$ cat config.mk
export PLATFORM = sky130hd
export DESIGN_NAME = mine_game_ctrl
export DESIGN_NICKNAME = d
export VERILOG_FILES = /design/src/rtl/mine_pkg.sv /design/src/rtl/mine_lfsr.sv /design/src/rtl/mine_game_ctrl.sv
export SDC_FILE = /design/constraint.sdc
export NUM_CORES = 1
export LEC_CHECK = 0
export BUFFER_PORTS_ARGS = -buffer_cell sky130_fd_sc_hd__buf_4
export CELL_PAD_IN_SITES_DETAIL_PLACEMENT = 0
export CELL_PAD_IN_SITES_GLOBAL_PLACEMENT = 1
export CORE_ASPECT_RATIO = 1.25
export CORE_MARGIN = 5
export CORE_UTILIZATION = 30
export CTS_CLUSTER_DIAMETER = 80
export DETAILED_ROUTE_END_ITERATION = 6
export PLACE_DENSITY_LB_ADDON = 0.1
export SLEW_MARGIN = 0
export SYNTH_ARGS = -nofsm -noshare
export SYNTH_HDL_FRONTEND = slang
export SYNTH_SLANG_ARGS = --single-unit
$ cat constraint.sdc
create_clock -name clk -period 3.5 [get_ports clk]
set_input_delay 0 -clock clk [delete_from_list [all_inputs] [get_ports clk]]
set_output_delay 0 -clock clk [all_outputs]
set_load 0.02 [all_outputs]
$ cat src/rtl/mine_pkg.sv
// Shared types for the minesweeper controller: game states and the move
// direction encoding understood by the board cells.
package mine_pkg;

    typedef enum logic [2:0] {
        IDLE  = 3'd0,
        PLACE = 3'd1,
        PLAY  = 3'd2,
        WIN   = 3'd3,
        LOSE  = 3'd4
    } game_state_t;

    localparam logic [1:0] DIR_RIGHT = 2'b00;
    localparam logic [1:0] DIR_UP    = 2'b01;
    localparam logic [1:0] DIR_LEFT  = 2'b10;
    localparam logic [1:0] DIR_DOWN  = 2'b11;

endpackage

$ cat src/rtl/mine_lfsr.sv
// 16-bit Galois LFSR (x^16 + x^14 + x^13 + x^11 + 1) with a synchronous
// active-low reset to SEED; exposes only the low OUT_W bits of its state.
module mine_lfsr #(
    parameter logic [15:0] SEED  = 16'hACE1,
    parameter int          OUT_W = 16
) (
    input  logic             clk,
    input  logic             resetn_i,
    input  logic             en_i,
    output logic [OUT_W-1:0] value_o
);

    localparam logic [15:0] TAP_MASK = 16'hB400;

    logic [15:0] lfsr_q;
    logic [15:0] lfsr_d;

    always_comb begin
        lfsr_d = lfsr_q;
        if (en_i) begin
            lfsr_d = {1'b0, lfsr_q[15:1]} ^ (lfsr_q[0] ? TAP_MASK : 16'h0000);
        end
    end

    always_ff @(posedge clk) begin
        if (!resetn_i) begin
            lfsr_q <= SEED;
        end else begin
            lfsr_q <= lfsr_d;
        end
    end

    assign value_o = lfsr_q[OUT_W-1:0];

endmodule

$ cat src/rtl/mine_game_ctrl.sv
// Minesweeper game controller: owns the bomb/reveal/cursor grids, places bombs
// from a free-running LFSR and drives the combinational board's move/dir inputs.
module mine_game_ctrl
    import mine_pkg::*;
#(
    parameter int          GRID_SIZE = 3,
    parameter int          NUM_BOMBS = 2,
    parameter logic [15:0] LFSR_SEED = 16'hACE1
) (
    input  logic                           clk,
    input  logic                           resetn,
    input  logic                           btn_start,
    input  logic                           btn_move,
    input  logic [1:0]                     btn_dir,
    input  logic                           btn_reveal,
    input  logic [GRID_SIZE*GRID_SIZE-1:0] next_cursor_grid,
    output logic [GRID_SIZE*GRID_SIZE-1:0] bomb_grid,
    output logic [GRID_SIZE*GRID_SIZE-1:0] reveal_grid,
    output logic [GRID_SIZE*GRID_SIZE-1:0] cursor_grid,
    output logic                           move,
    output logic [1:0]                     dir,
    output logic [2:0]                     game_state
);

    localparam int CELLS  = GRID_SIZE * GRID_SIZE;
    localparam int IDX_W  = $clog2(CELLS);
    localparam int RC_W   = (GRID_SIZE > 1) ? $clog2(GRID_SIZE) : 1;
    localparam int CNT_W  = $clog2(CELLS + 1);
    localparam int CENTRE = CELLS / 2;
    localparam logic [RC_W-1:0]  CENTRE_ROW    = RC_W'(CENTRE / GRID_SIZE);
    localparam logic [RC_W-1:0]  CENTRE_COL    = RC_W'(CENTRE % GRID_SIZE);
    localparam logic [CELLS-1:0] CENTRE_ONEHOT = CELLS'(1) << CENTRE;

    game_state_t      state_q, state_d;
    logic [CELLS-1:0] bomb_q, bomb_d;
    logic [CELLS-1:0] reveal_q, reveal_d;
    logic [CELLS-1:0] cursor_q, cursor_d;
    logic             move_q, move_d;
    logic [1:0]       dir_q, dir_d;
    logic [RC_W-1:0]  row_q, row_d;
    logic [RC_W-1:0]  col_q, col_d;
    logic [CNT_W-1:0] placed_q, placed_d;
    logic [CNT_W-1:0] revealed_q, revealed_d;
    logic             start_btn_q, move_btn_q, reveal_btn_q;

    logic             start_req, move_req, reveal_req;
    logic [RC_W-1:0]  row_eff, col_eff;
    logic [IDX_W-1:0] eff_idx;
    logic [IDX_W-1:0] cand;
    logic             cand_ok;
    logic             move_ok;

    mine_lfsr #(
        .SEED  (LFSR_SEED),
        .OUT_W (IDX_W)
    ) u_lfsr (
        .clk      (clk),
        .resetn_i (resetn),
        .en_i     (1'b1),
        .value_o  (cand)
    );

    assign start_req  = btn_start  & ~start_btn_q;
    assign move_req   = btn_move   & ~move_btn_q;
    assign reveal_req = btn_reveal & ~reveal_btn_q;

    // Cursor position as it will be after any in-flight move lands this cycle,
    // so a reveal or move sampled now always acts on the up-to-date cell.
    always_comb begin
        row_eff = row_q;
        col_eff = col_q;
        if (move_q) begin
            case (dir_q)
                DIR_RIGHT: col_eff = col_q - 1'b1;
                DIR_UP:    row_eff = row_q + 1'b1;
                DIR_LEFT:  col_eff = col_q + 1'b1;
                default:   row_eff = row_q - 1'b1;
            endcase
        end
    end

    assign eff_idx = IDX_W'(int'(row_eff) * GRID_SIZE + int'(col_eff));

    always_comb begin
        move_ok = 1'b0;
        case (btn_dir)
            DIR_RIGHT: move_ok = (col_eff != '0);
            DIR_UP:    move_ok = (row_eff != RC_W'(GRID_SIZE - 1));
            DIR_LEFT:  move_ok = (col_eff != RC_W'(GRID_SIZE - 1));
            default:   move_ok = (row_eff != '0);
        endcase
    end

    assign cand_ok = (int'(cand) < CELLS) && !bomb_q[cand] && (int'(cand) != CENTRE);

    always_comb begin
        state_d    = state_q;
        bomb_d     = bomb_q;
        reveal_d   = reveal_q;
        cursor_d   = move_q ? next_cursor_grid : cursor_q;
        move_d     = 1'b0;
        dir_d      = dir_q;
        row_d      = row_eff;
        col_d      = col_eff;
        placed_d   = placed_q;
        revealed_d = revealed_q;

        if (start_req) begin
            state_d    = PLACE;
            bomb_d     = '0;
            reveal_d   = '0;
            cursor_d   = CENTRE_ONEHOT;
            row_d      = CENTRE_ROW;
            col_d      = CENTRE_COL;
            placed_d   = '0;
            revealed_d = '0;
        end else begin
            case (state_q)
                PLACE: begin
                    if (cand_ok) begin
                        bomb_d[cand] = 1'b1;
                        placed_d     = placed_q + CNT_W'(1);
                        if (int'(placed_q) + 1 == NUM_BOMBS) begin
                            state_d = PLAY;
                        end
                    end
                end
                PLAY: begin
                    if (reveal_req) begin
                        if (!reveal_q[eff_idx]) begin
                            if (bomb_q[eff_idx]) begin
                                reveal_d = '1;
                                state_d  = LOSE;
                            end else begin
                                reveal_d[eff_idx] = 1'b1;
                                revealed_d        = revealed_q + CNT_W'(1);
                                if (int'(revealed_q) + 1 == CELLS - NUM_BOMBS) begin
                                    state_d = WIN;
                                end
                            end
                        end
                    end else if (move_req && move_ok) begin
                        move_d = 1'b1;
                        dir_d  = btn_dir;
                    end
                end
                default: ;
            endcase
        end
    end

    always_ff @(posedge clk) begin
        if (!resetn) begin
            state_q      <= IDLE;
            bomb_q       <= '0;
            reveal_q     <= '0;
            cursor_q     <= CENTRE_ONEHOT;
            move_q       <= 1'b0;
            dir_q        <= DIR_RIGHT;
            row_q        <= CENTRE_ROW;
            col_q        <= CENTRE_COL;
            placed_q     <= '0;
            revealed_q   <= '0;
            start_btn_q  <= 1'b0;
            move_btn_q   <= 1'b0;
            reveal_btn_q <= 1'b0;
        end else begin
            state_q      <= state_d;
            bomb_q       <= bomb_d;
            reveal_q     <= reveal_d;
            cursor_q     <= cursor_d;
            move_q       <= move_d;
            dir_q        <= dir_d;
            row_q        <= row_d;
            col_q        <= col_d;
            placed_q     <= placed_d;
            revealed_q   <= revealed_d;
            start_btn_q  <= btn_start;
            move_btn_q   <= btn_move;
            reveal_btn_q <= btn_reveal;
        end
    end

    assign bomb_grid   = bomb_q;
    assign reveal_grid = reveal_q;
    assign cursor_grid = cursor_q;
    assign move        = move_q;
    assign dir         = dir_q;
    assign game_state  = state_q;

endmodule

==> results of run 1 <==
==> area by class of cell <==
class / count / area share [%]
Multi-Input combinational cell: 237 / 40.7
Sequential cell: 64 / 30.7
Timing Repair Buffer: 78 / 14.8
Clock buffer: 12 / 6.85
Tap cell: 129 / 3.83
Inverter: 27 / 2.40
Clock inverter: 4 / 0.771
==> per-stage QoR <==
stage / hold WS [ns] / setup WS [ns] / cell area, um^2 / std cells / TNS [ns]
2_1_floorplan: 0.122 / 0.00296 / 3150 / 345 / 0
3_3_place_gp: 0.211 / 0.136 / 3640 / 517 / 0
3_5_place_dp: 0.215 / 0.0734 / 3640 / 517 / 0
4_1_cts: 0.420 / 0.0627 / 4110 / 548 / 0
5_1_grt: 0.430 / -0.0315 / 4220 / 551 / -0.117
6_report: 0.413 / 0.0869 / 4220 / 551 / 0
==> Yosys cell counts, drive strengths merged (2+ instances only) <==
library cell / count / share of area [%]
a211o: 3 / 0.86
a31o: 2 / 0.57
nand2: 24 / 2.9
dfxtp: 64 / 42
or3: 4 / 0.81
o32a: 2 / 0.65
ha: 10 / 4.1
inv: 27 / 3.3
o31ai: 2 / 0.65
nand3: 6 / 0.98
o21ai: 17 / 2.8
fa: 2 / 1.3
a41oi: 3 / 0.86
or4: 2 / 0.61
a21oi: 20 / 3.3
a211oi: 4 / 1.1
buf: 5 / 1.0
clkbuf: 12 / 1.5
mux2: 2 / 0.73
a31oi: 6 / 1.2
nor3b: 3 / 0.73
xnor2: 11 / 3.1
nand4: 3 / 0.61
and3b: 2 / 0.57
nand2b: 15 / 3.1
o22ai: 2 / 0.41
nor2: 32 / 3.9
nor3: 4 / 0.65
and2: 13 / 2.6
mux2i: 16 / 5.2
nor2b: 4 / 0.81
xor2: 4 / 1.1
==> path summary, 6_finish.rpt <==
kind                                       start  slack [ns]                to  cells after the start
worst max-delay path                      dir[1]        0.09     revealed_q[3]                     12
worst min-delay path            u_lfsr.lfsr_q[6]        0.41  u_lfsr.lfsr_q[5]                      1
worst max register to register            dir[1]        0.09     revealed_q[3]                     12
worst min register to register  u_lfsr.lfsr_q[6]        0.41  u_lfsr.lfsr_q[5]                      1
==> critical path, stage by stage (launching register included) <==
cell	delay, ns
dfxtp_4	0.40
xnor2_2	0.12
nand2_2	0.08
xnor2_2	0.16
fa_1	0.55
ha_1	0.15
inv_2	0.04
fa_2	0.65
inv_2	0.06
o32a_1	0.30
a21o_1	0.23
or4_4	0.49
a21oi_2	0.12
==> kinds of logic after synthesis <==
| kind of cell | after synthesis |
|---|---|
| AOI/OAI and AO/OA | 71 |
| xor gates and xnor gates | 15 |
| adders and majority gates | 12 |
| buffers and inverters | 44 |
| DFF | 64 |
| muxes | 19 |
| and+or+nand+nor | 120 |
==> flip-flops by register name, summed over array words and instances, names as in the netlist, 2 cells and up <==
name           count
col_q              2
bomb_grid          9
revealed_q         4
game_state         3
placed_q           4
cursor_grid        9
row_q              2
u_lfsr.lfsr_q     16
reveal_grid        9
dir                2
==> repair_timing <==
item                                    4_1_cts  5_1_grt
setup buffers                                 0        3
endpoints found under the setup margin        0       16
resized for setup                             0       26
hold buffers                                 15        0
endpoints found under the hold margin        22        0
==> report_power, final <==
part | internal [mW] | switching [mW]
clock network | 0.587 | 0.348
logic | 0.0549 | 0.0556
registers | 0.745 | 0.0152
==> metal layers <==
layer  wire (um)  share of wire [%]  track usage, %
met5           0                  0               0
met3         258                3.3            3.44
met1        3700                 47            17.6
met2        3790                 48            20.7
met4          89                1.1            4.55
==> out/results.ini, run 1 <==
[sta]
hold_viol_final = 0
fin_crit_sh_pct = 97.5
drv_slew = 0
tightest_slew_ns = 0.944
period_needed_ns = 3.41
clock_skew_ns = 0.00543
setup_viol_count_final = 0
relSlewSlack_pct = 36.2
fmax_mhz = 293
rsz0062_at_grt = true

[final_layout]
final_common_cell = buf_4
regArea_um2 = 1290
multi_input_area_um2 = 1720
utilization_pct = 41.9
mostFrequentLayoutCells = buf_4 (63), dfxtp_1 (60), nor2_1 (30)
nFillCells = 1053
layout.nets = 445
syn2layout_area_growth_pct = 37.3
drive_gt1_share_pct = 26.1
diodes = 0

[floorplanning]
core_area_um2 = 10100
num_rows = 41
die_area_um2 = 12400
io_pins = 49
die_h_um = 123
initial_core_util_pct = 30.6
die_x_um = 101

[global_route]
grt_pass1_wl_mm = 12.8
grt_usage_pct = 13.2
grt_max_degree = 33
grt_pass1_vias = 2587
grt_overflow = 0
antenna_found_initial = 0

[power_and_ir_drop]
peakVddDrop_uv = 304
p_total_mw = 1.81
cellPowerDensity_nw_per_um2 = 428
leakagePower_nw = 1.67

[drt]
num_vias = 2634
drtAntennaViolNets = 0
drt-total-wl_mm = 7.84
wire_per_inst_um = 14.2
viasPerCell = 4.78
dr.pass1.iters = 4
drtIter0Drc = 60
drc = 0

[logic_synthesis]
synthMuxAreaShare_pct = 6.68
synth_cell_types = 56
synth_top_family_by_area = simple AND/OR/NAND/NOR gates
yosysWarnings = 0
synth_area_um2 = 3070
synth_xor_area_share_pct = 4.28
syn_avg_cell_area_um2 = 8.91
ys_ff_latch = 64
async_flop_share_pct = 0
ys.flop_type = dfxtp_1
ys_seq_area_share_pct = 41.7
synthCells = 345
synth_edf_count = 0
synth-adder-area-share_pct = 5.37
syn_nets = 373
synth_compound_area_share_pct = 15.6
synthSimpleGateAreaFrac_pct = 20.6

[place]
place_congestion = 0.772
dp_hpwl_mm = 5.58
io_buffers = 48

[clock_tree]
clk_latency_ns = 0.33
clock-sinks = 64
clockBufferDepth = 2
path_clk_slew_ns = 0.06
cts_made_buffers = 9
htreeDepth = 3
root_buffer = clkbuf_16
cts_tree = done

[setup_path]
crit_path_end_kind = flop
start_kind = flop
crit_required_ns = 3.77
path_max_fanout = 7
critPathKind = reg -> reg
cp.arrival_ns = 3.68

[job]
cap_violations = 0

[outcome]
status = finished, final reports clean

[min_path]
min_path_type = reg -> reg

(Power assumes the default switching activity.)
==> run 2: changes to the inputs <==
Settings changed: PLACE_DENSITY_LB_ADDON 0.1 to 0.15.
==> run 2 against run 1 <==
First-iteration DRC count grew 93%; clock skew is essentially flat; sequential power is essentially flat; largest power group unchanged; register-to-register slack lost 0.06 ns; via count grew 2.2%; power grew 0.96%; hold slack lost 0.0016 ns; critical endpoint is now revealed_q[2]; critical path type unchanged.
==> out/results.ini, run 2 (synthesis gave the netlist of run 1 again) <==
[power_and_ir_drop]
cellPowerDensity_nw_per_um2 = 421  ; -1.6%
peakVddDrop_uv = 280  ; -8.0%
leakagePower_nw = 1.71  ; +2.0%

[final_layout]
regMostFlops = u_lfsr.lfsr_q
final_common_cell = buf_4
final_area_um2 = 4330  ; +2.6%
nFillCells = 1030  ; -2.2%
diodes = 0  ; unchanged
mostFrequentLayoutCells = buf_4 (71), dfxtp_1 (60), nor2_1 (30)
syn2layout_area_growth_pct = 40.8
largest_reg_flops = 16  ; unchanged
layout.nets = 458  ; +2.9%
utilization_pct = 43.0  ; +1.1 points
drive_gt1_share_pct = 29.0  ; +2.9 points

[sta]
period_needed_ns = 3.47  ; +0.0551 ns
fin_hold_ws_ns = 0.411  ; -0.00156 ns
setup-tns-final_ns = 0  ; unchanged
fin_crit_sh_pct = 99.1  ; +1.6 points
fmax_mhz = 288  ; -1.6%
setup_ws_ns = 0.0319  ; -0.0551 ns
clock_skew_ns = 0.00498  ; -0.000450 ns
relSlewSlack_pct = 39.6  ; +3.3 points
drv_slew = 0  ; unchanged
rsz0062_at_grt = true
hold_viol_final = 0  ; unchanged
setup_viol_count_final = 0  ; unchanged
tightest_slew_ns = 0.895  ; -0.0495 ns

[drt]
drt-total-wl_mm = 7.91  ; +0.85%
dr.pass1.iters = 4  ; unchanged
drc = 0  ; unchanged
viasPerCell = 4.77  ; -0.12%
drtIter0Drc = 116  ; +93%
num_vias = 2693  ; +2.2%
wire_per_inst_um = 14.0  ; -1.5%
drtAntennaViolNets = 0  ; unchanged

[min_path]
min_path_type = reg -> reg
holdPathEnd = u_lfsr.lfsr_q[11]
hp-start = u_lfsr.lfsr_q[12]
whs_path_depth = 1  ; unchanged

[setup_path]
timing.rr.end = revealed_q[2]
path_max_fanout = 7  ; unchanged
crit_required_ns = 3.72  ; -0.05 ns
reg2reg_from = dir[1]
critPathKind = reg -> reg
cp.arrival_ns = 3.69  ; about the same
ff2ff_setup_slack_ns = 0.03  ; -0.06 ns
r2r_cells = 14  ; +2
start_kind = flop
crit_path_end_kind = flop

[global_route]
grt_usage_pct = 12.9  ; -0.29 points
grt_pass1_vias = 2648  ; +2.4%
antenna_found_initial = 0  ; unchanged
grt_overflow = 0  ; unchanged
grt_max_degree = 33  ; unchanged
grt_pass1_wl_mm = 12.7  ; -0.27%

[clock_tree]
clockBufferDepth = 2  ; unchanged
root_buffer = clkbuf_16
cts_tree = done
clk_latency_ns = 0.32  ; about the same
path_clk_slew_ns = 0.06  ; about the same
htreeDepth = 3  ; unchanged
cts_made_buffers = 9  ; unchanged
clock-sinks = 64  ; unchanged

[job]
cap_violations = 0  ; unchanged

[floorplanning]
initial_core_util_pct = 30.6  ; unchanged
core_area_um2 = 10100  ; unchanged
die_x_um = 101  ; unchanged
num_rows = 41  ; unchanged
die_h_um = 123  ; unchanged
io_pins = 49  ; unchanged
die_area_um2 = 12400  ; unchanged

[place]
io_buffers = 48  ; unchanged
place_congestion = 0.818  ; +6.0%
dp_slack_ns = -0.232  ; -0.305 ns
dp_hpwl_mm = 5.63  ; +0.87%
dpl-instance-area_um2 = 3700  ; +1.6%

[outcome]
status = finished, final reports clean

## run 2: worst max path at each step
stage	startpoint	to	slack (ns)	cells after the start
3_5_place_dp	dir[1]	revealed_q[2]	-0.23	13
4_1_cts	move	revealed_q[1]	0.03	13
3_3_place_gp	move	revealed_q[2]	-0.18	12
6_report	dir[1]	revealed_q[2]	0.03	14
2_1_floorplan	dir[1]	revealed_q[3]	0.003	15
5_1_grt	dir[1]	revealed_q[1]	-0.15	14
## run 2: layer usage
layer / track usage, % / share of wire [%]
met1: 16.3 / 46
met2: 21.1 / 49
met3: 2.60 / 2.7
met4: 5.98 / 2.3
met5: 0 / 0
## run 2: through the flow
step,power [mW],std cells
6_report,1.82,564
3_3_place_gp,0.874,525
3_5_place_dp,0.873,525
4_1_cts,1.85,556
2_1_floorplan,0.836,345
5_1_grt,1.90,564
## run 2: cell type report
cell class / count / area (um^2) / share of cell area, %
clock buffers: 10 / 250 / 5.78
clock inverters: 6 / 75.1 / 1.73
inverters: 27 / 101 / 2.34
multi-input cells: 238 / 1720 / 39.8
flip-flops and latches: 64 / 1290 / 29.8
well taps: 129 / 161 / 3.73
repair buffers: 90 / 728 / 16.8
## run 2: worst max-delay path, stage by stage, from the launching register on
cell	delay, ns
dfxtp_4	0.37
xnor2_4	0.18
nor2_4	0.05
xnor2_2	0.13
inv_1	0.07
fa_1	0.51
ha_2	0.17
inv_2	0.04
fa_2	0.64
inv_2	0.05
o32a_1	0.38
buf_4	0.17
a21oi_4	0.25
a31oi_1	0.12
a31o_2	0.22
## run 2: where the power goes
group / internal [mW] / switching (mW)
clock: 0.603 / 0.350
sequential: 0.745 / 0.0148
combinational: 0.0551 / 0.0555
## run 2: what timing repair did
item / in CTS / in global routing
pin swaps: 0 / 16
gates cloned: 0 / 1
setup buffers: 0 / 7
hold endpoints to repair: 22 / 0
gates resized for setup: 1 / 28
hold buffers: 15 / 0
setup endpoints to repair: 14 / 16
==> run 3: changes to the inputs <==
Settings changed: CAP_MARGIN set to 20, CTS_BUF_LIST set to sky130_fd_sc_hd__clkbuf_4 sky130_fd_sc_hd__clkbuf_8.
Clock period 3.5 ns to 3.82 ns, I/O delays scaled along.
==> run 3 against run 2 <==
Flip-flop and latch count unchanged; hold slack improved by 0.0045 ns; clock power decreased by 43%; count of clock-buffer cells in the layout unchanged; routed wire length decreased by 3.5%; via count decreased by 3.8%; final cell count decreased by 2.7%; largest cell class unchanged; largest power group is now sequential cells.
==> out/results.ini, run 3 (synthesis gave the netlist of run 1 again) <==
[power_and_ir_drop]
cellPowerDensity_nw_per_um2 = 338  ; -20%
peakVddDrop_uv = 223  ; -20%
leakagePower_nw = 1.55  ; -9.0%
p_total_mw = 1.34  ; -26%

[global_route]
grt_overflow = 0  ; unchanged
grt_usage_pct = 13.3  ; +0.35 points
grt_pass1_vias = 2551  ; -3.7%
antenna_found_initial = 0  ; unchanged
grt_max_degree = 33  ; unchanged
grt_pass1_wl_mm = 12.6  ; -0.60%

[clock_tree]
path_clk_slew_ns = 0.08  ; +0.02 ns
clock-sinks = 64  ; unchanged
htreeDepth = 3  ; unchanged
cts_made_buffers = 9  ; unchanged
root_buffer = clkbuf_8
cts_tree = done
clockBufferDepth = 2  ; unchanged
clk_latency_ns = 0.36  ; +0.04 ns

[sta]
fin_crit_sh_pct = 93.8  ; -5.3 points
drv_slew = 0  ; unchanged
setup_viol_count_final = 0  ; unchanged
setup-tns-final_ns = 0  ; unchanged
period_needed_ns = 3.58  ; +0.115 ns
relSlewSlack_pct = 39.9  ; +0.28 points
tightest_slew_ns = 0.891  ; -0.00412 ns
setup_ws_ns = 0.236  ; +0.205 ns
clock_skew_ns = 0.0150  ; +0.0100 ns
rsz0062_at_grt = false
fin_hold_ws_ns = 0.416  ; +0.00454 ns
hold_viol_final = 0  ; unchanged
fmax_mhz = 279  ; -3.2%

[floorplanning]
num_rows = 41  ; unchanged
die_x_um = 101  ; unchanged
io_pins = 49  ; unchanged
core_area_um2 = 10100  ; unchanged
die_h_um = 123  ; unchanged
die_area_um2 = 12400  ; unchanged
initial_core_util_pct = 30.6  ; unchanged

[place]
io_buffers = 48  ; unchanged
dp_slack_ns = 0.153  ; +0.385 ns
place_congestion = 0.771  ; -5.7%
dp_hpwl_mm = 5.56  ; -1.2%

[final_layout]
diodes = 0  ; unchanged
regArea_um2 = 1280  ; -0.68%
drive_gt1_share_pct = 21.7  ; -7.3 points
nFillCells = 1093  ; +6.1%
largest_reg_flops = 16  ; unchanged
mostFrequentLayoutCells = dfxtp_1 (63), buf_4 (61), nor2_1 (32)
layout.nets = 443  ; -3.3%
regMostFlops = u_lfsr.lfsr_q
multi_input_area_um2 = 1630  ; -5.2%
final_common_cell = dfxtp_1
syn2layout_area_growth_pct = 29.1

[setup_path]
path_max_fanout = 7  ; unchanged
cp.arrival_ns = 3.83  ; +0.14 ns
crit_required_ns = 4.07  ; +0.35 ns
crit_path_end_kind = flop
start_kind = flop
critPathKind = reg -> reg

[min_path]
min_path_type = reg -> reg

[drt]
drc = 0  ; unchanged
drtAntennaViolNets = 0  ; unchanged
viasPerCell = 4.72  ; -1.2%
drt-total-wl_mm = 7.63  ; -3.5%
num_vias = 2590  ; -3.8%
drtIter0Drc = 58  ; -50%
wire_per_inst_um = 13.9  ; -0.91%
dr.pass1.iters = 4  ; unchanged

[job]
cap_violations = 0  ; unchanged

[outcome]
status = finished, final reports clean

run 3: cell types whose count changed in the layout (fill, tap and decap cells not counted), moves of 4 or more:
| cell | delta |
|---|---|
| buf_4 | -10 |
| clkbuf_16 | -10 |
| clkbuf_8 | +10 |
| o21ai_0 | +6 |
| buf_6 | -4 |
| o21ai_2 | -4 |
run 3: cell type report:
cell class	count	share of cell area [%]
multi-input cells	237	41.1
flip-flops and latches	64	32.3
repair buffers	76	15.3
well taps	129	4.07
clock buffers	10	3.47
inverters	27	2.56
clock inverters	6	1.14
run 3: report_power, final:
group          internal, mW  switching, mW  leakage [nW]
clock                 0.254          0.291        0.0845
combinational        0.0500         0.0500         0.946
sequential            0.683         0.0134         0.522
total                 0.987          0.354          1.55
run 3: final timing paths:
check | slack [ns] | to | from | depth (start not counted)
worst max-delay path | 0.24 | revealed_q[2] | dir[0] | 14
worst min-delay path | 0.42 | u_lfsr.lfsr_q[7] | u_lfsr.lfsr_q[8] | 1
worst max register to register | 0.24 | revealed_q[2] | dir[0] | 14
worst min register to register | 0.42 | u_lfsr.lfsr_q[7] | u_lfsr.lfsr_q[8] | 1
run 3: worst max-delay path, stage by stage, from the launching register on:
cell      delay [ns]
dfxtp_2         0.37
nand2_1         0.14
nor2_1          0.22
xnor2_2         0.15
inv_1           0.07
fa_1            0.49
ha_1            0.15
inv_1           0.05
fa_1            0.53
buf_4           0.17
and3b_1         0.18
a222oi_1        0.39
a21o_1          0.25
nor2_1          0.09
a31o_2          0.23
run 3: timing repair:
action | CTS | global route
resized for setup | 0 | 3
hold buffers | 15 | 0
hold endpoints to repair | 22 | 0
setup buffers | 0 | 2
endpoints found under the setup margin | 0 | 16
run 3: per-layer routing:
| metal | global-route usage (%) | vias to the layer above | share of wire (%) |
|---|---|---|---|
| li1 | - | 1325 | - |
| met1 | 16.3 | 1225 | 45 |
| met2 | 21.4 | 29 | 50 |
| met3 | 3.72 | 11 | 3.4 |
| met4 | 6.23 | 0 | 1.9 |
| met5 | 0 | - | 0 |
run 3: through the flow:
| step | area, um^2 | util [%] | cells |
|---|---|---|---|
| 6_report | 3970 | 39.4 | 549 |
| 5_1_grt | 3970 | 39.4 | 549 |
| 4_1_cts | 3940 | 39.2 | 547 |
| 3_5_place_dp | 3610 | 35.9 | 516 |
| 3_3_place_gp | 3610 | 35.9 | 516 |
| 2_1_floorplan | 3080 | - | 345 |
